--- src/rtl/mem_arbiter_if.sv ---
// Signal bundle between the memory arbiter, its two requesters and the shared memory port.
// The arbiter connects through master; the requesters/memory side through slave.
interface mem_arbiter_if #(
  parameter int unsigned ADDR_WIDTH = 32,
  parameter int unsigned DATA_WIDTH = 32
);
  logic                  if_req;
  logic [ADDR_WIDTH-1:0] if_addr;
  logic [1:0]            if_size;
  logic                  if_rvalid;
  logic [DATA_WIDTH-1:0] if_rdata;
  logic                  if_done;

  logic                  ls_req;
  logic [ADDR_WIDTH-1:0] ls_addr;
  logic [1:0]            ls_size;
  logic                  ls_rw;
  logic [DATA_WIDTH-1:0] ls_wdata;
  logic                  ls_wready;
  logic                  ls_rvalid;
  logic [DATA_WIDTH-1:0] ls_rdata;
  logic                  ls_done;

  logic [ADDR_WIDTH-1:0] mem_address;
  logic [DATA_WIDTH-1:0] mem_data_in;
  logic [1:0]            mem_access_size;
  logic                  mem_rw;
  logic                  mem_enable;
  logic                  mem_busy;
  logic [DATA_WIDTH-1:0] mem_data_out;

  modport master (
    input  if_req, if_addr, if_size,
    input  ls_req, ls_addr, ls_size, ls_rw, ls_wdata,
    input  mem_busy, mem_data_out,
    output if_rvalid, if_rdata, if_done,
    output ls_wready, ls_rvalid, ls_rdata, ls_done,
    output mem_address, mem_data_in, mem_access_size, mem_rw, mem_enable
  );

  modport slave (
    output if_req, if_addr, if_size,
    output ls_req, ls_addr, ls_size, ls_rw, ls_wdata,
    output mem_busy, mem_data_out,
    input  if_rvalid, if_rdata, if_done,
    input  ls_wready, ls_rvalid, ls_rdata, ls_done,
    input  mem_address, mem_data_in, mem_access_size, mem_rw, mem_enable
  );
endinterface

--- src/rtl/mem_arbiter.sv ---
// Round-robin arbiter between instruction fetch and load/store for one shared memory,
// issuing 1/4/8/16-word transactions as single-word beats.
module mem_arbiter #(
  parameter int unsigned ADDR_WIDTH   = 32,
  parameter int unsigned DATA_WIDTH   = 32,
  parameter int unsigned READ_LATENCY = 1
) (
  input logic           clock,
  input logic           reset,
  mem_arbiter_if.master bus
);
  localparam int unsigned BEAT_W = 4;

  typedef enum logic [1:0] {IDLE = 2'd0, BURST = 2'd1, DRAIN = 2'd2} state_t;
  typedef enum logic {OWN_IF = 1'b0, OWN_LS = 1'b1} owner_t;

  state_t                  state_q, state_d;
  owner_t                  owner_q, owner_d;
  owner_t                  last_grant_q, last_grant_d;
  logic [ADDR_WIDTH-1:0]   base_q, base_d;
  logic [BEAT_W-1:0]       last_beat_q, last_beat_d;
  logic [BEAT_W-1:0]       beat_q, beat_d;
  logic [BEAT_W-1:0]       rcnt_q, rcnt_d;
  logic                    rw_q, rw_d;
  logic [READ_LATENCY-1:0] rpipe_q, rpipe_d;

  function automatic logic [BEAT_W-1:0] last_beat_of(input logic [1:0] size);
    logic [BEAT_W-1:0] lb;
    unique case (size)
      2'b00:   lb = BEAT_W'(0);
      2'b01:   lb = BEAT_W'(3);
      2'b10:   lb = BEAT_W'(7);
      default: lb = BEAT_W'(15);
    endcase
    return lb;
  endfunction

  always_ff @(posedge clock) begin
    if (reset) begin
      state_q      <= IDLE;
      owner_q      <= OWN_IF;
      last_grant_q <= OWN_LS;
      base_q       <= '0;
      last_beat_q  <= '0;
      beat_q       <= '0;
      rcnt_q       <= '0;
      rw_q         <= 1'b0;
      rpipe_q      <= '0;
    end else begin
      state_q      <= state_d;
      owner_q      <= owner_d;
      last_grant_q <= last_grant_d;
      base_q       <= base_d;
      last_beat_q  <= last_beat_d;
      beat_q       <= beat_d;
      rcnt_q       <= rcnt_d;
      rw_q         <= rw_d;
      rpipe_q      <= rpipe_d;
    end
  end

  always_comb begin
    state_d      = state_q;
    owner_d      = owner_q;
    last_grant_d = last_grant_q;
    base_d       = base_q;
    last_beat_d  = last_beat_q;
    beat_d       = beat_q;
    rcnt_d       = rcnt_q;
    rw_d         = rw_q;
    rpipe_d      = rpipe_q << 1;

    bus.mem_enable      = 1'b0;
    bus.mem_rw          = 1'b0;
    bus.mem_address     = '0;
    bus.mem_data_in     = '0;
    bus.mem_access_size = 2'b00;
    bus.ls_wready       = 1'b0;
    bus.ls_rvalid       = 1'b0;
    bus.ls_rdata        = '0;
    bus.ls_done         = 1'b0;
    bus.if_rvalid       = 1'b0;
    bus.if_rdata        = '0;
    bus.if_done         = 1'b0;

    unique case (state_q)
      IDLE: begin
        // On a tie the requester that did not win last time is granted
        if (bus.if_req || bus.ls_req) begin
          owner_d      = (bus.if_req && (!bus.ls_req || last_grant_q == OWN_LS)) ? OWN_IF : OWN_LS;
          last_grant_d = owner_d;
          base_d       = ((owner_d == OWN_IF) ? bus.if_addr : bus.ls_addr) & ~ADDR_WIDTH'(3);
          last_beat_d  = last_beat_of((owner_d == OWN_IF) ? bus.if_size : bus.ls_size);
          rw_d         = (owner_d == OWN_IF) || bus.ls_rw;
          beat_d       = '0;
          rcnt_d       = '0;
          state_d      = BURST;
        end
      end
      BURST: begin
        bus.mem_enable  = 1'b1;
        bus.mem_rw      = rw_q;
        bus.mem_address = base_q + ADDR_WIDTH'({beat_q, 2'b00});
        bus.mem_data_in = rw_q ? '0 : bus.ls_wdata;
        if (!bus.mem_busy) begin
          beat_d = beat_q + BEAT_W'(1);
          if (rw_q) begin
            rpipe_d[0] = 1'b1;
            if (beat_q == last_beat_q) state_d = DRAIN;
          end else begin
            bus.ls_wready = 1'b1;
            if (beat_q == last_beat_q) begin
              bus.ls_done = 1'b1;
              state_d     = IDLE;
            end
          end
        end
      end
      DRAIN: state_d = state_q;
      default: state_d = IDLE;
    endcase

    // Read data returns a fixed latency after its accepted beat, even if later beats stall
    if (rpipe_q[READ_LATENCY-1]) begin
      rcnt_d = rcnt_q + BEAT_W'(1);
      if (owner_q == OWN_IF) begin
        bus.if_rvalid = 1'b1;
        bus.if_rdata  = bus.mem_data_out;
        bus.if_done   = (rcnt_q == last_beat_q);
      end else begin
        bus.ls_rvalid = 1'b1;
        bus.ls_rdata  = bus.mem_data_out;
        bus.ls_done   = (rcnt_q == last_beat_q);
      end
      if (rcnt_q == last_beat_q) state_d = IDLE;
    end

    if (reset) begin
      bus.mem_enable  = 1'b0;
      bus.mem_rw      = 1'b0;
      bus.mem_address = '0;
      bus.mem_data_in = '0;
      bus.ls_wready   = 1'b0;
      bus.ls_rvalid   = 1'b0;
      bus.ls_rdata    = '0;
      bus.ls_done     = 1'b0;
      bus.if_rvalid   = 1'b0;
      bus.if_rdata    = '0;
      bus.if_done     = 1'b0;
    end
  end
endmodule

--- src/flat_wrapper.sv ---
// flat-port wrapper written by rule: the top's interface ports become plain ports
module mem_arbiter_flat 
#(
  parameter int unsigned ADDR_WIDTH   = 32,
  parameter int unsigned DATA_WIDTH   = 32,
  parameter int unsigned READ_LATENCY = 1
)
  (clock, reset, bus_if_req, bus_if_addr, bus_if_size, bus_ls_req, bus_ls_addr, bus_ls_size, bus_ls_rw, bus_ls_wdata, bus_mem_busy, bus_mem_data_out, bus_if_rvalid, bus_if_rdata, bus_if_done, bus_ls_wready, bus_ls_rvalid, bus_ls_rdata, bus_ls_done, bus_mem_address, bus_mem_data_in, bus_mem_access_size, bus_mem_rw, bus_mem_enable);
  mem_arbiter_if #(.ADDR_WIDTH(ADDR_WIDTH), .DATA_WIDTH(DATA_WIDTH)) bus_i ();
  input logic clock;
  input logic reset;
  input wire logic [$bits(bus_i.if_req)-1:0] bus_if_req;
  input wire logic [$bits(bus_i.if_addr)-1:0] bus_if_addr;
  input wire logic [$bits(bus_i.if_size)-1:0] bus_if_size;
  input wire logic [$bits(bus_i.ls_req)-1:0] bus_ls_req;
  input wire logic [$bits(bus_i.ls_addr)-1:0] bus_ls_addr;
  input wire logic [$bits(bus_i.ls_size)-1:0] bus_ls_size;
  input wire logic [$bits(bus_i.ls_rw)-1:0] bus_ls_rw;
  input wire logic [$bits(bus_i.ls_wdata)-1:0] bus_ls_wdata;
  input wire logic [$bits(bus_i.mem_busy)-1:0] bus_mem_busy;
  input wire logic [$bits(bus_i.mem_data_out)-1:0] bus_mem_data_out;
  output wire logic [$bits(bus_i.if_rvalid)-1:0] bus_if_rvalid;
  output wire logic [$bits(bus_i.if_rdata)-1:0] bus_if_rdata;
  output wire logic [$bits(bus_i.if_done)-1:0] bus_if_done;
  output wire logic [$bits(bus_i.ls_wready)-1:0] bus_ls_wready;
  output wire logic [$bits(bus_i.ls_rvalid)-1:0] bus_ls_rvalid;
  output wire logic [$bits(bus_i.ls_rdata)-1:0] bus_ls_rdata;
  output wire logic [$bits(bus_i.ls_done)-1:0] bus_ls_done;
  output wire logic [$bits(bus_i.mem_address)-1:0] bus_mem_address;
  output wire logic [$bits(bus_i.mem_data_in)-1:0] bus_mem_data_in;
  output wire logic [$bits(bus_i.mem_access_size)-1:0] bus_mem_access_size;
  output wire logic [$bits(bus_i.mem_rw)-1:0] bus_mem_rw;
  output wire logic [$bits(bus_i.mem_enable)-1:0] bus_mem_enable;
  assign bus_i.if_req = bus_if_req;
  assign bus_i.if_addr = bus_if_addr;
  assign bus_i.if_size = bus_if_size;
  assign bus_i.ls_req = bus_ls_req;
  assign bus_i.ls_addr = bus_ls_addr;
  assign bus_i.ls_size = bus_ls_size;
  assign bus_i.ls_rw = bus_ls_rw;
  assign bus_i.ls_wdata = bus_ls_wdata;
  assign bus_i.mem_busy = bus_mem_busy;
  assign bus_i.mem_data_out = bus_mem_data_out;
  assign bus_if_rvalid = bus_i.if_rvalid;
  assign bus_if_rdata = bus_i.if_rdata;
  assign bus_if_done = bus_i.if_done;
  assign bus_ls_wready = bus_i.ls_wready;
  assign bus_ls_rvalid = bus_i.ls_rvalid;
  assign bus_ls_rdata = bus_i.ls_rdata;
  assign bus_ls_done = bus_i.ls_done;
  assign bus_mem_address = bus_i.mem_address;
  assign bus_mem_data_in = bus_i.mem_data_in;
  assign bus_mem_access_size = bus_i.mem_access_size;
  assign bus_mem_rw = bus_i.mem_rw;
  assign bus_mem_enable = bus_i.mem_enable;
  mem_arbiter #(.ADDR_WIDTH(ADDR_WIDTH), .DATA_WIDTH(DATA_WIDTH), .READ_LATENCY(READ_LATENCY)) u_core (.clock(clock), .reset(reset), .bus(bus_i));
endmodule
--- config.mk ---
export PLATFORM = sky130hd
export DESIGN_NAME = mem_arbiter_flat
export DESIGN_NICKNAME = d
export VERILOG_FILES = /design/src/rtl/mem_arbiter_if.sv /design/src/rtl/mem_arbiter.sv /design/src/flat_wrapper.sv
export SDC_FILE = /design/constraint.sdc
export NUM_CORES = 1
export LEC_CHECK = 0
export CORE_ASPECT_RATIO = 0.6
export CORE_MARGIN = 2
export CORE_UTILIZATION = 36
export DETAILED_ROUTE_END_ITERATION = 10
export HOLD_SLACK_MARGIN = 0.06
export PLACE_DENSITY = 0.83
export SYNTH_ARGS = -nofsm -noshare
export SYNTH_HDL_FRONTEND = slang
export SYNTH_SLANG_ARGS = --single-unit
--- constraint.sdc ---
create_clock -name clock -period 3 [get_ports clock]
set_input_delay 0.45 -clock clock [delete_from_list [all_inputs] [get_ports clock]]
set_output_delay 0.45 -clock clock [all_outputs]
set_load 0.03 [all_outputs]
==> PnR_summary.wiki, run 1 <==
{| class="wikitable"
! Metric !! Value
|-
| Count of state elements after synthesis || 47
|-
| Number of hold violations in the final report || 0
|-
| Number of failing setup endpoints in the final timing report || 0
|-
| Share of the core filled with cells || 64.4%
|-
| Slew at the pin closest to its max-slew limit || 578 ps
|-
| Post-detailed-route DRC marker count || 0
|-
| R2r endpoint || u_core.base_q[16]$_SDFFE_PP0P_
|-
| Outcome || finished, final reports clean
|-
| Number of placement rows || 29
|-
| Power per cell area || ~300 nW/um2
|-
| Mean instance size in the synthesized netlist || between 7 and 8 um2
|-
| Routed WL per cell || between 15 and 20 um
|-
| Buf/Inv on CP || 3
|-
| Worst Setup Start Kind || flip-flop
|-
| Placeable core region || between 10000 and 15000 um2
|-
| Last weighted congestion value of the routability-driven placer || 0.890
|-
| Number of global-route vias before repair || 4226
|-
| Iteration-0 DRC Markers || ~270
|-
| Minimum period implied by the final worst setup slack || slightly below 3000 ps
|-
| Largest net degree at the start of global routing || 63
|-
| Category of the critical setup timing path || flip-flop to output port
|-
| Origin of the worst min-delay path || u_core.rcnt_q[3]$_SDFFE_PP0P_
|-
| Leakage component of the power || ~2.8 nW
|-
| Worst slack at placement || between 15 and 20 ps
|-
| Critical Path Max Stage Delay || approximately 420 ps
|-
| DP Wirelength || 11.6 mm
|-
| Fraction of layout cells with a size suffix above 1 || ~15%
|-
| Final Skew || a little under 8 ps
|-
| Clk sink count || 47
|-
| Final Cycle Share || a little over nine tenths
|-
| Net count reported at finish || around 900
|-
| Number of buffers inserted during clock tree synthesis || 5
|-
| Wire length of the first global-routing pass || between 20 and 25 mm
|-
| Routed length on met1 || 6.23 mm
|-
| Number of max-slew violations in the final report || 0
|-
| Maximum operating frequency || 339 MHz
|-
| Fraction of the yosys area taken by sequential cells || 24.6%
|-
| Total die area || between 10000 and 15000 um2
|-
| Global-route congestion overflow total || 0
|-
| Clock H-tree levels || 2
|-
| Top cells by area in the synthesized netlist || sky130_fd_sc_hd__dfxtp_1 25%, sky130_fd_sc_hd__and2_1 17%, sky130_fd_sc_hd__mux2i_1 9.7%, sky130_fd_sc_hd__a211oi_1 7.1%, sky130_fd_sc_hd__nor2_1 5.2%
|-
| Sort of element at the end of the critical path || output port
|-
| Detailed-router iteration count before antenna repair || 5
|-
| R2R Setup Slk || 1320 ps
|-
| Global-route total usage across every layer || approximately 24%
|-
| Hold slack || a little over 500 ps
|-
| Starting utilization of the core area || 36.5%
|-
| Number of routed nets with antenna violations || 0
|-
| Hold Path Sink || u_core.rcnt_q[3]$_SDFFE_PP0P_
|-
| Routed wire length || approximately 15 mm
|-
| Area fraction of the dominant cell type after synthesis || approximately a quarter
|-
| Clock latency on the worst-skew pair || 290 ps
|-
| Post-synth EDFFs || 0
|-
| CTS tree || done
|-
| Worst hold path stage count || 1
|-
| Buffers from clock root to sink, at most || 2
|-
| Cell-by-cell trace of the critical path || ha_2 > inv_1 > fa_2 > nand2b_4 > buf_4 > a21o_4 > or4_4 > a21oi_2 > buf_6
|-
| Max_slew headroom || 61.2%
|-
| IO Pins || between 200 and 300
|-
| Worst reg2reg path startpoint || u_core.state_q[0]$_SDFF_PP0_
|-
| Die Wd || ~140 um
|-
| Max Cap Viol || 0
|-
| Clock edge transition at the registers on the reported setup and hold paths || ~70 ps
|-
| Required time of the worst setup path || 2550 ps
|-
| Post-synthesis cell count || about 500
|-
| CP Max Fanout || 7
|-
| Final worst slack || 52.1 ps
|-
| Dominant delay contributor by cell family on the critical path || simple AND/OR/NAND/NOR gates
|-
| DR vias || between 4000 and 5000
|-
| Diodes inserted || 0
|-
| Number of vias per cell after detailed routing || 5.18
|-
| Worst ir drop on vdd || about 240 uV
|-
| Met3 Routed Length || 1.27 mm
|-
| Warnings from Yosys || 0
|-
| Data arrival time of the worst path || about 2500 ps
|-
| Total chip power || 2.04 mW
|-
| Prevailing post-synth register cell || sky130_fd_sc_hd__dfxtp_1
|-
| Mapped Area || approximately 3800 um2
|-
| Clock Tree Root || sky130_fd_sc_hd__clkbuf_16
|-
| Number of fill cells || between 800 and 900
|-
| Number of buffers inserted by hold repair at cts || 0
|-
| Chip height || between 80 and 90 um
|-
| Top routing layer in use || met4
|-
| Worst path slowest cell || sky130_fd_sc_hd__or4_4
|-
| Fraction of registers with async set/reset || 0%
|-
| Number of antenna violations at the first check in global routing || 1
|-
| Synth-to-Final Area Change || 76.2%
|-
| IO buf count || 266
|-
| Reg2Reg Depth || 5
|-
| Post-synthesis cell type with the largest combined area || sky130_fd_sc_hd__dfxtp_1
|-
| Class of the tightest hold or removal check || flip-flop to flip-flop
|-
| Sum of met2 wire segment lengths after detailed routing || 6.95 mm
|-
| Number of distinct library cells after synthesis || 53
|}
==> metal layers <==
metal / track usage [%] / vias up
met1: 31.3 / 2109
met2: 40.8 / 217
met4: 4.87 / 0
met5: 0 / -
li1: - / 2279
met3: 5.77 / 19
==> metrics by stage <==
stage	setup TNS, ps	std cells	area, um2
global route	-24.0	893	6730
CTS	0	891	6690
finish	0	893	6730
floorplan	0	502	3830
detailed placement	0	883	6530
global placement	0	883	6530
==> state kept, by name (all words and copies together), names as in the netlist <==
signal and count:
u_core.base_q 30, u_core.beat_q 4, u_core.rcnt_q 4, u_core.last_beat_q 3, u_core.state_q 2, u_core.last_grant_q 1
u_core.owner_q 1, u_core.rpipe_q 1, u_core.rw_q 1
==> area by class of cell <==
class	count	area [um2]	area share [%]
Sequential cell	47	943	14.0
Inverter	8	30.0	0.446
Multi-Input combinational cell	408	2720	40.4
Tap cell	139	174	2.59
Clock inverter	2	17.5	0.260
Clock buffer	6	129	1.92
Timing Repair Buffer	283	2710	40.3
==> placed cells by master (no fill, tap or decap), types with 4 or more instances in the layout <==
cell type	netlist	final
sky130_fd_sc_hd__nand2_1	23	22
sky130_fd_sc_hd__a31oi_1	4	4
sky130_fd_sc_hd__ha_1	6	5
sky130_fd_sc_hd__conb_1	1	4
sky130_fd_sc_hd__mux2i_1	37	37
sky130_fd_sc_hd__nor3_1	10	10
sky130_fd_sc_hd__nor2_1	53	53
sky130_fd_sc_hd__or3_1	6	6
sky130_fd_sc_hd__o21a_1	4	4
sky130_fd_sc_hd__a211oi_1	36	36
sky130_fd_sc_hd__nand4_1	5	5
sky130_fd_sc_hd__or4_1	7	6
sky130_fd_sc_hd__and2_1	101	100
sky130_fd_sc_hd__nand2b_1	6	5
sky130_fd_sc_hd__a21oi_1	25	22
sky130_fd_sc_hd__xor2_1	5	5
sky130_fd_sc_hd__inv_1	8	8
sky130_fd_sc_hd__clkdlybuf4s50_1	0	201
sky130_fd_sc_hd__xnor2_1	5	5
sky130_fd_sc_hd__o21ai_0	8	8
sky130_fd_sc_hd__o31ai_1	8	8
sky130_fd_sc_hd__clkbuf_16	0	5
sky130_fd_sc_hd__nand3b_1	4	4
sky130_fd_sc_hd__dfxtp_1	47	45
sky130_fd_sc_hd__buf_4	4	72
sky130_fd_sc_hd__buf_12	0	7
sky130_fd_sc_hd__nand3_1	9	9
sky130_fd_sc_hd__and3_2	4	4
sky130_fd_sc_hd__and3_1	4	4
==> cell usage after synthesis (all sizes together), types with 2 or more instances <==
cell type / count
clkbuf: 28
mux2i: 37
o31ai: 8
nand3: 9
a41o: 3
nand3b: 4
and2: 101
nor3b: 3
or4: 7
a2bb2oi: 2
and4: 3
nor2b: 3
nand2b: 6
nor3: 10
o21ai: 8
and3: 8
inv: 8
or3: 7
xor2: 5
ha: 6
nand4: 6
nand2: 23
a21o: 3
dfxtp: 47
a211oi: 36
buf: 11
a31oi: 4
xnor2: 5
o21a: 4
a41oi: 2
nor2: 53
a21oi: 25
==> worst max path at each step <==
stage          slack [ps]  cells past startpoint                   to                           from
2_1_floorplan         180                      7  bus_mem_address[16]  u_core.beat_q[0]$_SDFFE_PP0P_
3_3_place_gp          110                      8  bus_mem_address[30]  u_core.beat_q[0]$_SDFFE_PP0P_
3_5_place_dp           20                      8  bus_mem_address[30]  u_core.base_q[2]$_SDFFE_PP0P_
4_1_cts                 7                      9  bus_mem_address[16]  u_core.beat_q[0]$_SDFFE_PP0P_
5_1_grt               -20                      9  bus_mem_address[16]  u_core.base_q[2]$_SDFFE_PP0P_
6_report               50                      9  bus_mem_address[16]  u_core.base_q[2]$_SDFFE_PP0P_
==> report_power, final <==
| part | internal [mW] | switching (mW) |
|---|---|---|
| logic | 0.354 | 0.347 |
| clock network | 0.313 | 0.256 |
| registers | 0.688 | 0.0826 |
==> worst register-to-register path, cell delays in order (launching register included) <==
cell and delay (ps):
sky130_fd_sc_hd__dfxtp_1 360, sky130_fd_sc_hd__nor2_1 230, sky130_fd_sc_hd__and2_2 340, sky130_fd_sc_hd__buf_12 280, sky130_fd_sc_hd__nor2_1 110, sky130_fd_sc_hd__a211oi_1 260
==> what timing repair did <==
item	CTS	global route
cloned	0	0
buffers inserted	0	2
pin swaps	0	2
endpoints found under the setup margin	6	11
gates resized for setup	6	9
==> cell families after synthesis <==
family	Yosys count	share of synthesized area, %
XOR/XNOR	10	2.29
flip-flops	47	24.6
other	1	0.0982
AND/OR/NAND/NOR	246	36.0
buffers and inverters	47	5.57
multiplexers	37	9.70
adder cells (fa/ha/maj)	7	2.49
AO/OA/AOI/OAI	104	19.2
Power figures use the tool's default switching activity.
==> run 2: changes to the inputs <==
Settings changed: MAX_ROUTING_LAYER set to met4.
==> run 2 against run 1 <==
Clock-buffer cell count unchanged. Via count increased by 0.15%. Critical path depth unchanged. Utilization about the same. Largest power group unchanged. Highest routed layer unchanged.
==> PnR_summary.wiki, run 2 (synthesis gave the netlist of run 1 again) <==
{| class="wikitable"
! Metric !! Value
|-
| Outcome || finished, final reports clean (unchanged)
|-
| Largest net degree at the start of global routing || 63 (unchanged)
|-
| Final Cycle Share || 98.5% (was 98.3%)
|-
| Reg with most FFs || u_core.base_q (unchanged)
|-
| Global-route total usage across every layer || 24.9% (was 24.1%)
|-
| Final Skew || 7.35 ps (was 7.78 ps)
|-
| Largest registers ranked by flip-flop count || u_core.base_q x30, u_core.beat_q x4, u_core.rcnt_q x4 (unchanged)
|-
| Clock latency on the worst-skew pair || 290 ps (about the same)
|-
| IO buf count || 266 (unchanged)
|-
| Most frequent cells in the layout || 201 x sky130_fd_sc_hd__clkdlybuf4s50_1, 100 x sky130_fd_sc_hd__and2_1, 72 x sky130_fd_sc_hd__buf_4 (unchanged)
|-
| DR vias || 4631 (was 4624)
|-
| Data arrival time of the worst path || 2510 ps (was 2500 ps)
|-
| Number of antenna violations at the first check in global routing || 1 (unchanged)
|-
| Category of the critical setup timing path || flip-flop to output port (unchanged)
|-
| Total chip power || 2.04 mW (about the same)
|-
| Number of max-slew violations in the final report || 0 (unchanged)
|-
| Class of the tightest hold or removal check || flip-flop to flip-flop (unchanged)
|-
| Final std cells w/o fill || 894 (was 893)
|-
| CP Max Fanout || 7 (unchanged)
|-
| Iteration-0 DRC Markers || 294 (was 274)
|-
| Number of vias per cell after detailed routing || 5.18 (about the same)
|-
| Slew at the pin closest to its max-slew limit || 584 ps (was 578 ps)
|-
| Number of global-route vias before repair || 4226 (unchanged)
|-
| Number of hold violations in the final report || 0 (unchanged)
|-
| Post-detailed-route DRC marker count || 0 (unchanged)
|-
| CTS tree || done (unchanged)
|-
| Wire length of the first global-routing pass || 22.0 mm (unchanged)
|-
| Number of flip-flops under the largest register name || 30 (unchanged)
|-
| Starting utilization of the core area || 36.5% (unchanged)
|-
| Number of buffers inserted by hold repair at cts || 0 (unchanged)
|-
| Clock Tree Root || sky130_fd_sc_hd__clkbuf_16 (unchanged)
|-
| Power per cell area || 303 nW/um2 (about the same)
|-
| Clock edge transition at the registers on the reported setup and hold paths || 70 ps (about the same)
|-
| Buffers from clock root to sink, at most || 2 (unchanged)
|-
| Net count reported at finish || 898 (unchanged)
|-
| Worst slack at placement || 19.1 ps (unchanged)
|-
| IO Pins || 275 (unchanged)
|-
| Number of placement rows || 29 (unchanged)
|-
| Number of routed nets with antenna violations || 0 (unchanged)
|-
| Worst Setup Start Kind || flip-flop (unchanged)
|-
| Routed WL per cell || 16.3 um (was 16.4 um)
|-
| Die Wd || 137 um (unchanged)
|-
| DP Wirelength || 11.6 mm (unchanged)
|-
| Number of buffers inserted during clock tree synthesis || 5 (unchanged)
|-
| Required time of the worst setup path || 2550 ps (about the same)
|-
| Last weighted congestion value of the routability-driven placer || 0.905 (was 0.890)
|-
| Clk sink count || 47 (unchanged)
|-
| Final worst slack || 43.9 ps (was 52.1 ps)
|-
| Maximum operating frequency || 338 MHz (was 339 MHz)
|-
| Instance count after placement with tap cells included || 883 (unchanged)
|-
| Leading cell type in the layout, fill and taps excluded || sky130_fd_sc_hd__clkdlybuf4s50_1 (unchanged)
|-
| Final sum of negative setup slack || 0 ps (unchanged)
|-
| Leakage component of the power || 2.76 nW (about the same)
|-
| Number of failing setup endpoints in the final timing report || 0 (unchanged)
|-
| Fraction of layout cells with a size suffix above 1 || 14.6% (unchanged)
|-
| Placed instance area || 6530 um2 (unchanged)
|-
| Routed wire length || 14.6 mm (about the same)
|-
| Max_slew headroom || 60.8% (was 61.2%)
|-
| Minimum period implied by the final worst setup slack || 2960 ps (was 2950 ps)
|-
| Worst ir drop on vdd || 240 uV (was 241 uV)
|-
| Global-route congestion overflow total || 0 (unchanged)
|-
| Synth-to-Final Area Change || 76.2% (about the same)
|-
| Post-Layout Inst Area || 6730 um2 (about the same)
|-
| Placeable core region || 10500 um2 (unchanged)
|-
| Detailed-router iteration count before antenna repair || 5 (unchanged)
|-
| Chip height || 83.8 um (unchanged)
|-
| Max Cap Viol || 0 (unchanged)
|-
| Sort of element at the end of the critical path || output port (unchanged)
|-
| Clock H-tree levels || 2 (unchanged)
|-
| Total die area || 11500 um2 (unchanged)
|}
-- run 2: changes by cell type in the layout (fill, tap and decap cells not counted), sizes merged --
| cell | previous run | this run |
|---|---|---|
| diode | 0 | 1 |
-- run 2: metrics by stage --
step	hold WS, ps	util (%)
after global routing	519	64.4
final	506	64.4
after floorplan	460	-
after detailed placement	489	62.5
after CTS	510	64.1
after global placement	480	62.5
-- run 2: worst paths after layout --
check / endpoint / depth (start not counted) / slack [ps] / startpoint
worst min-delay path: u_core.rcnt_q[3]$_SDFFE_PP0P_ / 1 / 510 / u_core.rcnt_q[3]$_SDFFE_PP0P_
worst max-delay path: bus_mem_address[16] / 9 / 40 / u_core.base_q[2]$_SDFFE_PP0P_
worst min register to register: u_core.rcnt_q[3]$_SDFFE_PP0P_ / 1 / 510 / u_core.rcnt_q[3]$_SDFFE_PP0P_
worst max register to register: u_core.base_q[16]$_SDFFE_PP0P_ / 5 / 1320 / u_core.state_q[0]$_SDFF_PP0_
-- run 2: final cells by class --
cell class / count / area [um2]
Fill cell: 888 / 3720
Multi-Input combinational cell: 408 / 2720
Timing Repair Buffer: 283 / 2710
Sequential cell: 47 / 943
Tap cell: 139 / 174
Clock buffer: 6 / 129
Inverter: 8 / 30.0
Clock inverter: 2 / 17.5
Antenna cell: 1 / 2.50
-- run 2: timing repair --
item / CTS / global route
resized for setup: 6 / 9
pin swaps: 0 / 2
setup endpoints to repair: 6 / 11
buffers inserted: 0 / 2
-- run 2: power breakdown --
| group | leakage [nW] | total, mW | switching (mW) | internal, mW |
|---|---|---|---|---|
| combinational | 2.30 | 0.701 | 0.347 | 0.354 |
| clock | 0.0710 | 0.568 | 0.255 | 0.313 |
| sequential | 0.389 | 0.771 | 0.0833 | 0.688 |
-- run 2: worst max-delay path: stages, from the launching register on --
cell and delay, ps:
sky130_fd_sc_hd__dfxtp_2 340, sky130_fd_sc_hd__ha_2 180, sky130_fd_sc_hd__inv_1 60, sky130_fd_sc_hd__fa_2 340, sky130_fd_sc_hd__nand2b_4 160, sky130_fd_sc_hd__buf_4 150, sky130_fd_sc_hd__a21o_4 230, sky130_fd_sc_hd__or4_4 420
sky130_fd_sc_hd__a21oi_2 170, sky130_fd_sc_hd__buf_6 150
-- run 2: layer usage --
layer	part of all wire (%)	GRT usage, %	up-vias
li1	-	-	2284
met1	43	31.5	2119
met2	47	40.8	203
met3	8.2	5.53	25
met4	1.3	4.87	0
met5	0	-	-
==> run 3: changes to the inputs <==
Settings changed: CORE_ASPECT_RATIO 0.6 to not set.
==> run 3 against run 2 <==
Fmax rose by 0.56%. Final cell count increased by 0.22%. Flip-flop and latch count unchanged. Clock-buffer cell count grew 1. Cell area rose by 0.82%. Combinational power hardly changed. Hold slack better by 15 ps. Utilization increased by 1.3 points. Critical endpoint unchanged. Die area shrank 0.23%. Clock power down 35%. Global-route usage is 0.78 points higher. Clock skew is 1.5 ps higher.
==> PnR_summary.wiki, run 3 (synthesis gave the netlist of run 1 again) <==
{| class="wikitable"
! Metric !! Value
|-
| Clock Tree Root || sky130_fd_sc_hd__clkbuf_8 (was sky130_fd_sc_hd__clkbuf_16)
|-
| Number of routed nets with antenna violations || 0 (unchanged)
|-
| Last weighted congestion value of the routability-driven placer || 0.919 (was 0.905)
|-
| Required time of the worst setup path || 2550 ps (about the same)
|-
| Die Wd || 107 um (was 137 um)
|-
| Number of buffers inserted by hold repair at cts || 0 (unchanged)
|-
| Number of buffers added for setup after CTS || 0 (unchanged)
|-
| Data arrival time of the worst path || 2490 ps (was 2510 ps)
|-
| Max Cap Viol || 0 (unchanged)
|-
| Switching fraction of total power || 34.1% (was 33.6%)
|-
| Worst ir drop on vdd || 159 uV (was 240 uV)
|-
| Part of the power in combinational logic || 38.1% (was 34.4%)
|-
| Starting utilization of the core area || 37.0% (was 36.5%)
|-
| Iteration-0 DRC Markers || 247 (was 294)
|-
| Worst slack at placement || -2.60 ps (was 19.1 ps)
|-
| Final Cycle Share || 98.0% (was 98.5%)
|-
| DR vias || 4593 (was 4631)
|-
| Number of global-route vias before repair || 4354 (was 4226)
|-
| Detailed-router iteration count before antenna repair || 5 (unchanged)
|-
| Combined flip-flop and latch cell area || 943 um2 (unchanged)
|-
| Synth-to-Final Area Change || 77.7% (was 76.2%)
|-
| Number of fill cells || 842 (was 888)
|-
| Outcome || finished, final reports clean (unchanged)
|-
| Cell-internal power || 1.21 mW (was 1.35 mW)
|-
| Category of the critical setup timing path || flip-flop to output port (unchanged)
|-
| Final sum of negative setup slack || 0 ps (unchanged)
|-
| Total chip power || 1.84 mW (was 2.04 mW)
|-
| Number of buffers inserted during clock tree synthesis || 5 (unchanged)
|-
| Routed WL per cell || 16.8 um (was 16.3 um)
|-
| Routed wire length || 15.0 mm (was 14.6 mm)
|-
| IO buf count || 266 (unchanged)
|-
| Placeable core region || 10300 um2 (was 10500 um2)
|-
| Number of antenna violations at the first check in global routing || 2 (was 1)
|-
| Global-route total usage across every layer || 25.6% (was 24.9%)
|-
| Final std cells w/o fill || 896 (was 894)
|-
| Global-route congestion overflow total || 0 (unchanged)
|-
| Leakage component of the power || 2.77 nW (was 2.76 nW)
|-
| Fraction of layout cells with a size suffix above 1 || 15.6% (was 14.6%)
|-
| Final worst slack || 60.3 ps (was 43.9 ps)
|-
| Largest registers ranked by flip-flop count || u_core.base_q x30, u_core.beat_q x4, u_core.rcnt_q x4 (unchanged)
|-
| CTS tree || done (unchanged)
|-
| Worst Setup Start Kind || flip-flop (unchanged)
|-
| Multi-input combinational cell area || 2720 um2 (about the same)
|-
| Critical Path Max Stage Delay || 430 ps (was 420 ps)
|-
| Reg with most FFs || u_core.base_q (unchanged)
|-
| Number of max-slew violations in the final report || 0 (unchanged)
|-
| DP Wirelength || 12.5 mm (was 11.6 mm)
|-
| Clock edge transition at the registers on the reported setup and hold paths || 90 ps (was 70 ps)
|-
| Cell-by-cell trace of the critical path || ha_4 > inv_1 > fa_2 > nand2b_4 > buf_4 > a21o_4 > or4_4 > a21oi_2 > buf_6 (was ha_2 > inv_1 > fa_2 > nand2b_4 > buf_4 > a21o_4 > or4_4 > a21oi_2 > buf_6)
|-
| Buf/Inv on CP || 3 (unchanged)
|-
| Wire length of the first global-routing pass || 22.7 mm (was 22.0 mm)
|-
| Total die area || 11400 um2 (was 11500 um2)
|-
| Number of flip-flops under the largest register name || 30 (unchanged)
|-
| Power per cell area || 271 nW/um2 (was 303 nW/um2)
|-
| Final Skew || 8.86 ps (was 7.35 ps)
|-
| Worst path slowest cell || sky130_fd_sc_hd__or4_4 (unchanged)
|-
| Leading cell type in the layout, fill and taps excluded || sky130_fd_sc_hd__clkdlybuf4s50_1 (unchanged)
|-
| Seq pwr share || 41.8% (was 37.8%)
|-
| CP Max Fanout || 7 (unchanged)
|-
| Clock latency on the worst-skew pair || 300 ps (was 290 ps)
|-
| Number of failing setup endpoints in the final timing report || 0 (unchanged)
|-
| Clock H-tree levels || 2 (unchanged)
|-
| Instance count after placement with tap cells included || 885 (was 883)
|-
| Minimum period implied by the final worst setup slack || 2940 ps (was 2960 ps)
|-
| Slew at the pin closest to its max-slew limit || 512 ps (was 584 ps)
|-
| Maximum operating frequency || 340 MHz (was 338 MHz)
|-
| Hold slack || 521 ps (was 506 ps)
|-
| Largest net degree at the start of global routing || 35 (was 63)
|-
| Clk sink count || 47 (unchanged)
|-
| Net switching power || 628 uW (was 686 uW)
|-
| Class of the tightest hold or removal check || flip-flop to flip-flop (unchanged)
|-
| Most frequent cells in the layout || 193 x sky130_fd_sc_hd__clkdlybuf4s50_1, 100 x sky130_fd_sc_hd__and2_1, 73 x sky130_fd_sc_hd__buf_4 (was 201 x sky130_fd_sc_hd__clkdlybuf4s50_1, 100 x sky130_fd_sc_hd__and2_1, 72 x sky130_fd_sc_hd__buf_4)
|-
| Buffers from clock root to sink, at most || 2 (unchanged)
|-
| Part of the total power dissipated in the clock network || 20.1% (was 27.8%)
|-
| Post-detailed-route DRC marker count || 0 (unchanged)
|-
| IO Pins || 275 (unchanged)
|-
| Number of vias per cell after detailed routing || 5.13 (was 5.18)
|-
| Dominant delay contributor by cell family on the critical path || simple AND/OR/NAND/NOR gates (unchanged)
|-
| Net count reported at finish || 901 (was 898)
|-
| Max_slew headroom || 65.7% (was 60.8%)
|-
| Sort of element at the end of the critical path || output port (unchanged)
|-
| Number of placement rows || 37 (was 29)
|-
| Unrepaired setup endpoints after global routing || no
|-
| Chip height || 107 um (was 83.8 um)
|-
| Number of hold violations in the final report || 0 (unchanged)
|}
## run 3: changes by cell type in the layout (fill, tap and decap cells not counted), sizes merged
cell	previous run	this run
buf	81	90
clkdlybuf4s15	0	3
clkdlybuf4s50	201	193
clkinv	2	1
diode	1	3
## run 3: power by group through the flow
stage	Sequential (mW)	Clock [mW]	Combinational, mW
after floorplan	0.752	0	0.373
after global placement	0.773	0	0.678
after detailed placement	0.779	0	0.698
after CTS	0.765	0.378	0.702
after global routing	0.779	0.401	0.760
final	0.770	0.369	0.701
## run 3: path summary, 6_finish.rpt
path | startpoint | slack, ps | cells past startpoint | endpoint
setup / recovery | u_core.beat_q[0]$_SDFFE_PP0P_ | 60 | 9 | bus_mem_address[16]
hold / removal | u_core.base_q[4]$_SDFFE_PP0P_ | 520 | 2 | u_core.base_q[4]$_SDFFE_PP0P_
setup reg to reg | u_core.state_q[0]$_SDFF_PP0_ | 1290 | 5 | u_core.base_q[20]$_SDFFE_PP0P_
hold reg to reg | u_core.base_q[4]$_SDFFE_PP0P_ | 520 | 2 | u_core.base_q[4]$_SDFFE_PP0P_
## run 3: through the flow
step / utilization [%] / cell area, um2
2_1_floorplan: - / 3830
3_3_place_gp: 64.4 / 6650
3_5_place_dp: 64.4 / 6650
4_1_cts: 65.5 / 6760
5_1_grt: 65.7 / 6790
6_report: 65.7 / 6790
## run 3: repair_timing
item	in CTS	in global routing
gates resized for setup	14	5
endpoints found under the setup margin	6	6
pin swaps	1	1
## run 3: cell type report
type | instances | share of cell area, %
timing repair buffer | 286 | 41.7
multi-input combinational | 408 | 40.1
clock inverter | 1 | 0.0738
tap | 136 | 2.51
inverter | 8 | 0.443
sequential | 47 | 13.9
clock buffer | 7 | 1.12
antenna | 3 | 0.111
## run 3: worst min-delay path, delay by kind of cell, from the launching register on
family,cells,cell delay [ps]
DFF,1,320
AOI/OAI and AO/OA,1,50
and+or+nand+nor,1,100
## run 3: metal layers
| metal | track usage (%) | up-vias | wire length (um) |
|---|---|---|---|
| met2 | 48.7 | 203 | 8160 |
| met4 | 6.86 | 0 | 289 |
| li1 | - | 2279 | - |
| met5 | - | - | 0 |
| met3 | 5.59 | 22 | 1130 |
| met1 | 26.5 | 2089 | 5460 |
